--- config.mk ---
export PLATFORM = sky130hd
export DESIGN_NAME = seq_restoring_divider_flat
export DESIGN_NICKNAME = d
export VERILOG_FILES = /design/src/rtl/seq_restoring_divider_if.sv /design/src/rtl/seq_restoring_divider.sv /design/src/flat_wrapper.sv
export SDC_FILE = /design/constraint.sdc
export NUM_CORES = 1
export LEC_CHECK = 0
export BUFFER_PORTS_ARGS = -buffer_cell sky130_fd_sc_hd__buf_4
export CORE_MARGIN = 3
export CORE_UTILIZATION = 50
export CTS_BUF_LIST = sky130_fd_sc_hd__clkbuf_8
export DETAILED_ROUTE_END_ITERATION = 6
export PLACE_DENSITY = 0.71
export RECOVER_POWER = 25
export SYNTH_ARGS = -nofsm -noshare
export SYNTH_HDL_FRONTEND = slang
export SYNTH_SLANG_ARGS = --single-unit
export TNS_END_PERCENT = 20
--- constraint.sdc ---
create_clock -name clk -period 4.2 [get_ports clk]
set_input_delay 1.26 -clock clk [delete_from_list [all_inputs] [get_ports clk]]
set_output_delay 1.26 -clock clk [all_outputs]
set_load 0.005 [all_outputs]
--- src/rtl/seq_restoring_divider_if.sv ---
`default_nettype none
// ============================================================================
// Module   : seq_restoring_divider_if
// Brief    : Start/busy/done handshake and operand/result bus for the
//            sequential restoring divider.
// Revision : 1.0
// ============================================================================
interface seq_restoring_divider_if;
    logic       start;
    logic [7:0] dividend;
    logic [3:0] divisor;
    logic       busy;
    logic       done;
    logic [7:0] quotient;
    logic [3:0] remainder;
    logic       div_by_zero;

    modport master (
        output start, dividend, divisor,
        input  busy, done, quotient, remainder, div_by_zero
    );

    modport slave (
        input  start, dividend, divisor,
        output busy, done, quotient, remainder, div_by_zero
    );
endinterface
`default_nettype wire

--- src/rtl/seq_restoring_divider.sv ---
`default_nettype none
// ============================================================================
// Module   : seq_restoring_divider
// Brief    : 8-bit / 4-bit unsigned restoring divider, one quotient bit per
//            clock, with start/busy/done handshake and divide-by-zero flag.
// Revision : 1.0
// ============================================================================
module seq_restoring_divider (
    input  wire logic               clk,
    input  wire logic               rst,
    seq_restoring_divider_if.slave  bus
);

    localparam logic [1:0] S_IDLE = 2'd0;
    localparam logic [1:0] S_RUN  = 2'd1;
    localparam logic [1:0] S_ZERO = 2'd2;
    localparam logic [1:0] S_DONE = 2'd3;

    logic [1:0] r_state;
    logic [2:0] r_cnt;
    logic [7:0] r_d;
    logic [3:0] r_v;
    logic [3:0] r_r;
    logic [7:0] r_q;
    logic       r_busy;
    logic       r_done;
    logic [7:0] r_quot;
    logic [3:0] r_rem;
    logic       r_dbz;

    logic [4:0] w_t;
    logic       w_ge;
    logic [3:0] w_r_next;
    logic [7:0] w_q_next;

    // The partial remainder always stays below V, so four stored bits suffice;
    // the trial value T needs the fifth bit for the compare.
    always_comb begin
        w_t      = {r_r, r_d[r_cnt]};
        w_ge     = (w_t >= {1'b0, r_v});
        w_r_next = w_ge ? 4'(w_t - {1'b0, r_v}) : w_t[3:0];
        w_q_next = r_q;
        w_q_next[r_cnt] = w_ge;
    end

    always_ff @(posedge clk) begin
        if (rst) begin
            r_state <= S_IDLE;
            r_cnt   <= 3'd0;
            r_d     <= 8'h00;
            r_v     <= 4'h0;
            r_r     <= 4'h0;
            r_q     <= 8'h00;
            r_busy  <= 1'b0;
            r_done  <= 1'b0;
            r_quot  <= 8'h00;
            r_rem   <= 4'h0;
            r_dbz   <= 1'b0;
        end else begin
            r_done <= 1'b0;
            case (r_state)
                S_IDLE: begin
                    if (bus.start) begin
                        r_dbz <= 1'b0;
                        if (bus.divisor != 4'h0) begin
                            r_d     <= bus.dividend;
                            r_v     <= bus.divisor;
                            r_r     <= 4'h0;
                            r_q     <= 8'h00;
                            r_cnt   <= 3'd7;
                            r_busy  <= 1'b1;
                            r_state <= S_RUN;
                        end else begin
                            r_state <= S_ZERO;
                        end
                    end
                end
                S_RUN: begin
                    r_r   <= w_r_next;
                    r_q   <= w_q_next;
                    r_cnt <= r_cnt - 3'd1;
                    if (r_cnt == 3'd0) begin
                        r_quot  <= w_q_next;
                        r_rem   <= w_r_next;
                        r_busy  <= 1'b0;
                        r_done  <= 1'b1;
                        r_state <= S_DONE;
                    end
                end
                // Divide-by-zero posts its flagged result one cycle after acceptance.
                S_ZERO: begin
                    r_quot  <= 8'hFF;
                    r_rem   <= 4'h0;
                    r_dbz   <= 1'b1;
                    r_done  <= 1'b1;
                    r_state <= S_DONE;
                end
                S_DONE: begin
                    r_state <= S_IDLE;
                end
                default: begin
                    r_state <= S_IDLE;
                end
            endcase
        end
    end

    assign bus.busy        = r_busy;
    assign bus.done        = r_done;
    assign bus.quotient    = r_quot;
    assign bus.remainder   = r_rem;
    assign bus.div_by_zero = r_dbz;

endmodule
`default_nettype wire

--- src/flat_wrapper.sv ---
// flat-port wrapper written by rule: the top's interface ports become plain ports
module seq_restoring_divider_flat 
  (clk, rst, bus_start, bus_dividend, bus_divisor, bus_busy, bus_done, bus_quotient, bus_remainder, bus_div_by_zero);
  seq_restoring_divider_if bus_i ();
  input  wire logic clk;
  input  wire logic rst;
  input wire logic [$bits(bus_i.start)-1:0] bus_start;
  input wire logic [$bits(bus_i.dividend)-1:0] bus_dividend;
  input wire logic [$bits(bus_i.divisor)-1:0] bus_divisor;
  output wire logic [$bits(bus_i.busy)-1:0] bus_busy;
  output wire logic [$bits(bus_i.done)-1:0] bus_done;
  output wire logic [$bits(bus_i.quotient)-1:0] bus_quotient;
  output wire logic [$bits(bus_i.remainder)-1:0] bus_remainder;
  output wire logic [$bits(bus_i.div_by_zero)-1:0] bus_div_by_zero;
  assign bus_i.start = bus_start;
  assign bus_i.dividend = bus_dividend;
  assign bus_i.divisor = bus_divisor;
  assign bus_busy = bus_i.busy;
  assign bus_done = bus_i.done;
  assign bus_quotient = bus_i.quotient;
  assign bus_remainder = bus_i.remainder;
  assign bus_div_by_zero = bus_i.div_by_zero;
  seq_restoring_divider u_core (.clk(clk), .rst(rst), .bus(bus_i));
endmodule
==> impl_summary.md <==
Worst setup path
STA classifies the critical path startpoint as a flip-flop. The start-to-end type of the worst setup path is flip-flop to flip-flop. In this run the worst setup path begins at u_core.r_cnt[1]$_SDFFE_PP0P_.

The startpoint identified for the worst register-to-register timing path is u_core.r_cnt[1]$_SDFFE_PP0P_. The data arrival time of the critical path is approximately 3.3 ns. The cell depth of the worst flop-to-flop path is 8. For the worst setup path, the data required time is 4.43 ns. The slack of the worst reg-to-reg path is approximately 1.1 ns. The critical-path maximum fanout is 12.

In this run the critical register-to-register path is captured at u_core.r_r[0]$_SDFFE_PP0P_. The worst setup path is captured at a flip-flop. The worst setup path endpoint is u_core.r_r[0]$_SDFFE_PP0P_.

Clock tree
The maximum buffer depth of the clock tree is 2. The number of hold-repair buffers added at the cts stage is 0. The cell sitting at the root of the clock tree is a clkbuf_8.

After clock tree synthesis, the clock-pin slew on the worst setup and hold paths is 0.08 ns. The TritonCTS buffer count is 5. TritonCTS built the clock tree.

In this run, post-CTS repair resized a total of 0 instances. The H-tree was split into 2 levels. Post-CTS timing repair inserted 0 buffers for setup. The clock latency on the worst-skew pair is 0.30 ns.

CTS saw 44 sinks.

Detailed routing
Dividing the detail-routed via count by the number of cells gives about 5.5. The first detailed-routing pass ran for 4 iterations. The routed wire length per instance is between 10 and 15 um.

Wires add up to approximately 4.4 mm. The count of routing violations after the opening detailed-route iteration is 85. The final route contains about 1800 vias. In the routed design, unresolved DRC markers number 0. The detail route stage leaves a number of antenna-violating nets equal to 0.

Min path
In this run the worst hold path is classified as flip-flop to flip-flop.

Synthesis
The number of distinct standard cells referenced by the synthesized netlist is 38. The synthesis warning total is 0. Among all flip-flop cells after synthesis, the most frequent one is dfxtp_1.

The number of nets in the synthesized netlist is roughly 290. The number of enable flip-flop cells after synthesis is 0. For this run, the register share of the synthesized area comes to 0.400.

After synthesis the cells add up to 0.00220 sq mm. Dividing the synthesized area by the synthesized cell count gives 8.43 sq um. Synthesis produced 261 cells. The share of flip-flops with an asynchronous set or reset is 0. The count of state elements after synthesis is between 40 and 50.

Timing
The setup TNS is 0 ns. For the pin with the worst max-slew slack, the measured transition is roughly 1.4 ns. The achievable frequency is 0.322 GHz. The worst clock skew on the final layout is around 0.010 ns. Setup violations remaining at the end of the flow were counted as 0. The final number of hold-violating endpoints is 0. The final hold slack is between 0.4 and 0.5 ns. Dividing the final minimum period by the clock period gives 0.739. Setup repair after global routing left no endpoint under its margin.

The worst path in the final design needs a cycle of 3.10 ns, including I/O delays and setup. The worst pin sits at a relative slew slack of 0.0717. The number of max-slew violations in the final report came to 0.

Placement
Once detailed placement completed, the half-perimeter wirelength came to ~3.2 mm. The placer congestion estimate is 0.806. In this run the tool buffered the top-level ports with 29 buffer cells.

Floorplanning
The initial core utilization is 0.535. The number of rows created at floorplan is 23. In this run the vertical extent of the chip is roughly 72 um.

The number of I/O pins is 30. In this run the horizontal extent of the chip is 72.3 um. The die footprint is 0.00523 sq mm. The region available for standard cell placement spans approximately 0.0041 sq mm.

Global route
Across every metal layer, demand over resource in global routing totals 0.179. The largest net degree at the start of global routing is 33. The number of global-route vias before repair is approximately 1600. The initial antenna violation count is 0. The residual overflow from global routing is 0. The first-pass GRT wire length is approximately 7.4 mm.

Power and ir drop
For this design the static power due to leakage is ~0.98 nW. Power comes to between 1.5 and 2 mW. The power per cell area is 670 mW/mm^2.

The peak supply drop is roughly 480 uV.

Final layout
The multi-input combinational cells in the finished layout cover a total of 0.00121 sq mm. At the end of the flow, the number of nets in the layout was 309. The number of fill cells in the layout is around 400. The number of antenna diodes in the final layout is 0.

Of the cells placed in the final design, the portion with a size suffix greater than 1 is 0.176. The layout-stage area growth over the synthesis result is 14.0%. The register area is approximately 880 sq um.

Job
Max-cap violations in this run came to 0.

Status
The run finished with clean final reports.
cell usage in the layout (no fill, tap or decap), types with 2 or more instances in the layout:
master    instances
dfxtp_1          44
nand2_1          29
nor2_1           25
a21oi_1          25
buf_4            17
o21ai_1          16
nand3_1          15
o21ai_0          14
inv_1            12
clkbuf_4         12
ha_1             10
a211oi_1          9
nor2b_1           6
nor3_1            6
clkbuf_8          6
mux2i_1           4
nand2b_1          4
a311oi_1          3
mux4_2            2
nand3b_1          2
or3_1             2
o21ai_2           2
a211o_1           2
o31ai_2           2
worst min path at each step:
stage	startpoint	slack (ns)	endpoint	cells after the start
after floorplan	u_core.r_d[4]$_SDFFE_PP0P_	0.43	u_core.r_d[4]$_SDFFE_PP0P_	2
after global placement	u_core.r_d[5]$_SDFFE_PP0P_	0.44	u_core.r_d[5]$_SDFFE_PP0P_	2
after detailed placement	u_core.bus.remainder[1]$_SDFFE_PP0P_	0.45	u_core.bus.remainder[1]$_SDFFE_PP0P_	2
after CTS	u_core.bus.remainder[1]$_SDFFE_PP0P_	0.46	u_core.bus.remainder[1]$_SDFFE_PP0P_	2
after global routing	u_core.bus.remainder[1]$_SDFFE_PP0P_	0.47	u_core.bus.remainder[1]$_SDFFE_PP0P_	2
final	u_core.bus.remainder[1]$_SDFFE_PP0P_	0.45	u_core.bus.remainder[1]$_SDFFE_PP0P_	2
kinds of logic after synthesis:
logic type | Yosys count | share of synthesized area
AO/OA/AOI/OAI | 79 | 0.238
XOR/XNOR | 1 | 0.00398
adder cells (fa/ha/maj) | 11 | 0.0660
buffers and inverters | 25 | 0.0472
flip-flops | 44 | 0.400
multiplexers | 7 | 0.0455
AND/OR/NAND/NOR | 94 | 0.199
worst max-delay path, cell delays in order (launching register included):
cell     delay, ns
dfxtp_1       0.66
mux4_2        0.56
mux2i_1       0.28
ha_1          0.30
or2b_2        0.32
a21oi_4       0.31
nor2_2        0.14
mux2_4        0.34
o21ai_2       0.12
Yosys cell counts (4+ instances only):
cell type / instances / area (sq um)
nor3_1: 6 / 30.0
mux2i_1: 4 / 40.0
nand3_1: 15 / 75.1
a211oi_1: 9 / 67.6
buf_2: 5 / 25.0
nor2b_1: 6 / 37.5
dfxtp_1: 44 / 881
ha_1: 10 / 125
o21ai_0: 14 / 70.1
clkbuf_1: 9 / 33.8
nor2_1: 25 / 93.8
nand2b_1: 4 / 25.0
o21ai_1: 16 / 80.1
inv_1: 10 / 37.5
nand2_1: 29 / 109
a21oi_1: 25 / 125
layout make-up:
| cell class | count | share of cell area |
|---|---|---|
| multi-input cells | 192 | 0.485 |
| clock inverters | 2 | 0.00299 |
| clock buffers | 6 | 0.0329 |
| repair buffers | 30 | 0.0883 |
| inverters | 10 | 0.0150 |
| flip-flops and latches | 44 | 0.351 |
| well taps | 50 | 0.0250 |
metal layers:
layer,global-route usage,share of wire,vias to the layer above
li1,-,-,962
met1,0.243,0.50,830
met2,0.279,0.44,37
met3,0.0457,0.046,5
met4,0.0564,0.013,0
met5,0,0,-
metrics by stage:
step            util  instance area, sq um  instances  setup WS, ns
3_3_place_gp   0.588                  2420        326          1.05
4_1_cts        0.610                  2510        334          1.07
5_1_grt        0.609                  2510        334         0.909
6_report       0.609                  2510        334          1.10
3_5_place_dp   0.588                  2420        326          1.01
2_1_floorplan      -                  2200        261          1.60
where the power goes:
| group | internal, mW | switching (mW) | leakage, nW |
|---|---|---|---|
| Combinational | 0.332 | 0.469 | 0.570 |
| Clock | 0.129 | 0.137 | 0.0538 |
| Sequential | 0.524 | 0.0874 | 0.359 |
| Total | 0.986 | 0.693 | 0.983 |
sequential cells by signal, summed over array words and instances (netlist names):
register / cells
u_core.bus.quotient: 8
u_core.r_d: 8
u_core.r_q: 8
u_core.bus.remainder: 4
u_core.r_r: 4
u_core.r_v: 4
u_core.r_cnt: 3
u_core.r_state: 2
u_core.bus.busy: 1
u_core.bus.div_by_zero: 1
u_core.bus.done: 1
Note: power is estimated with default switching activity, not from simulation.
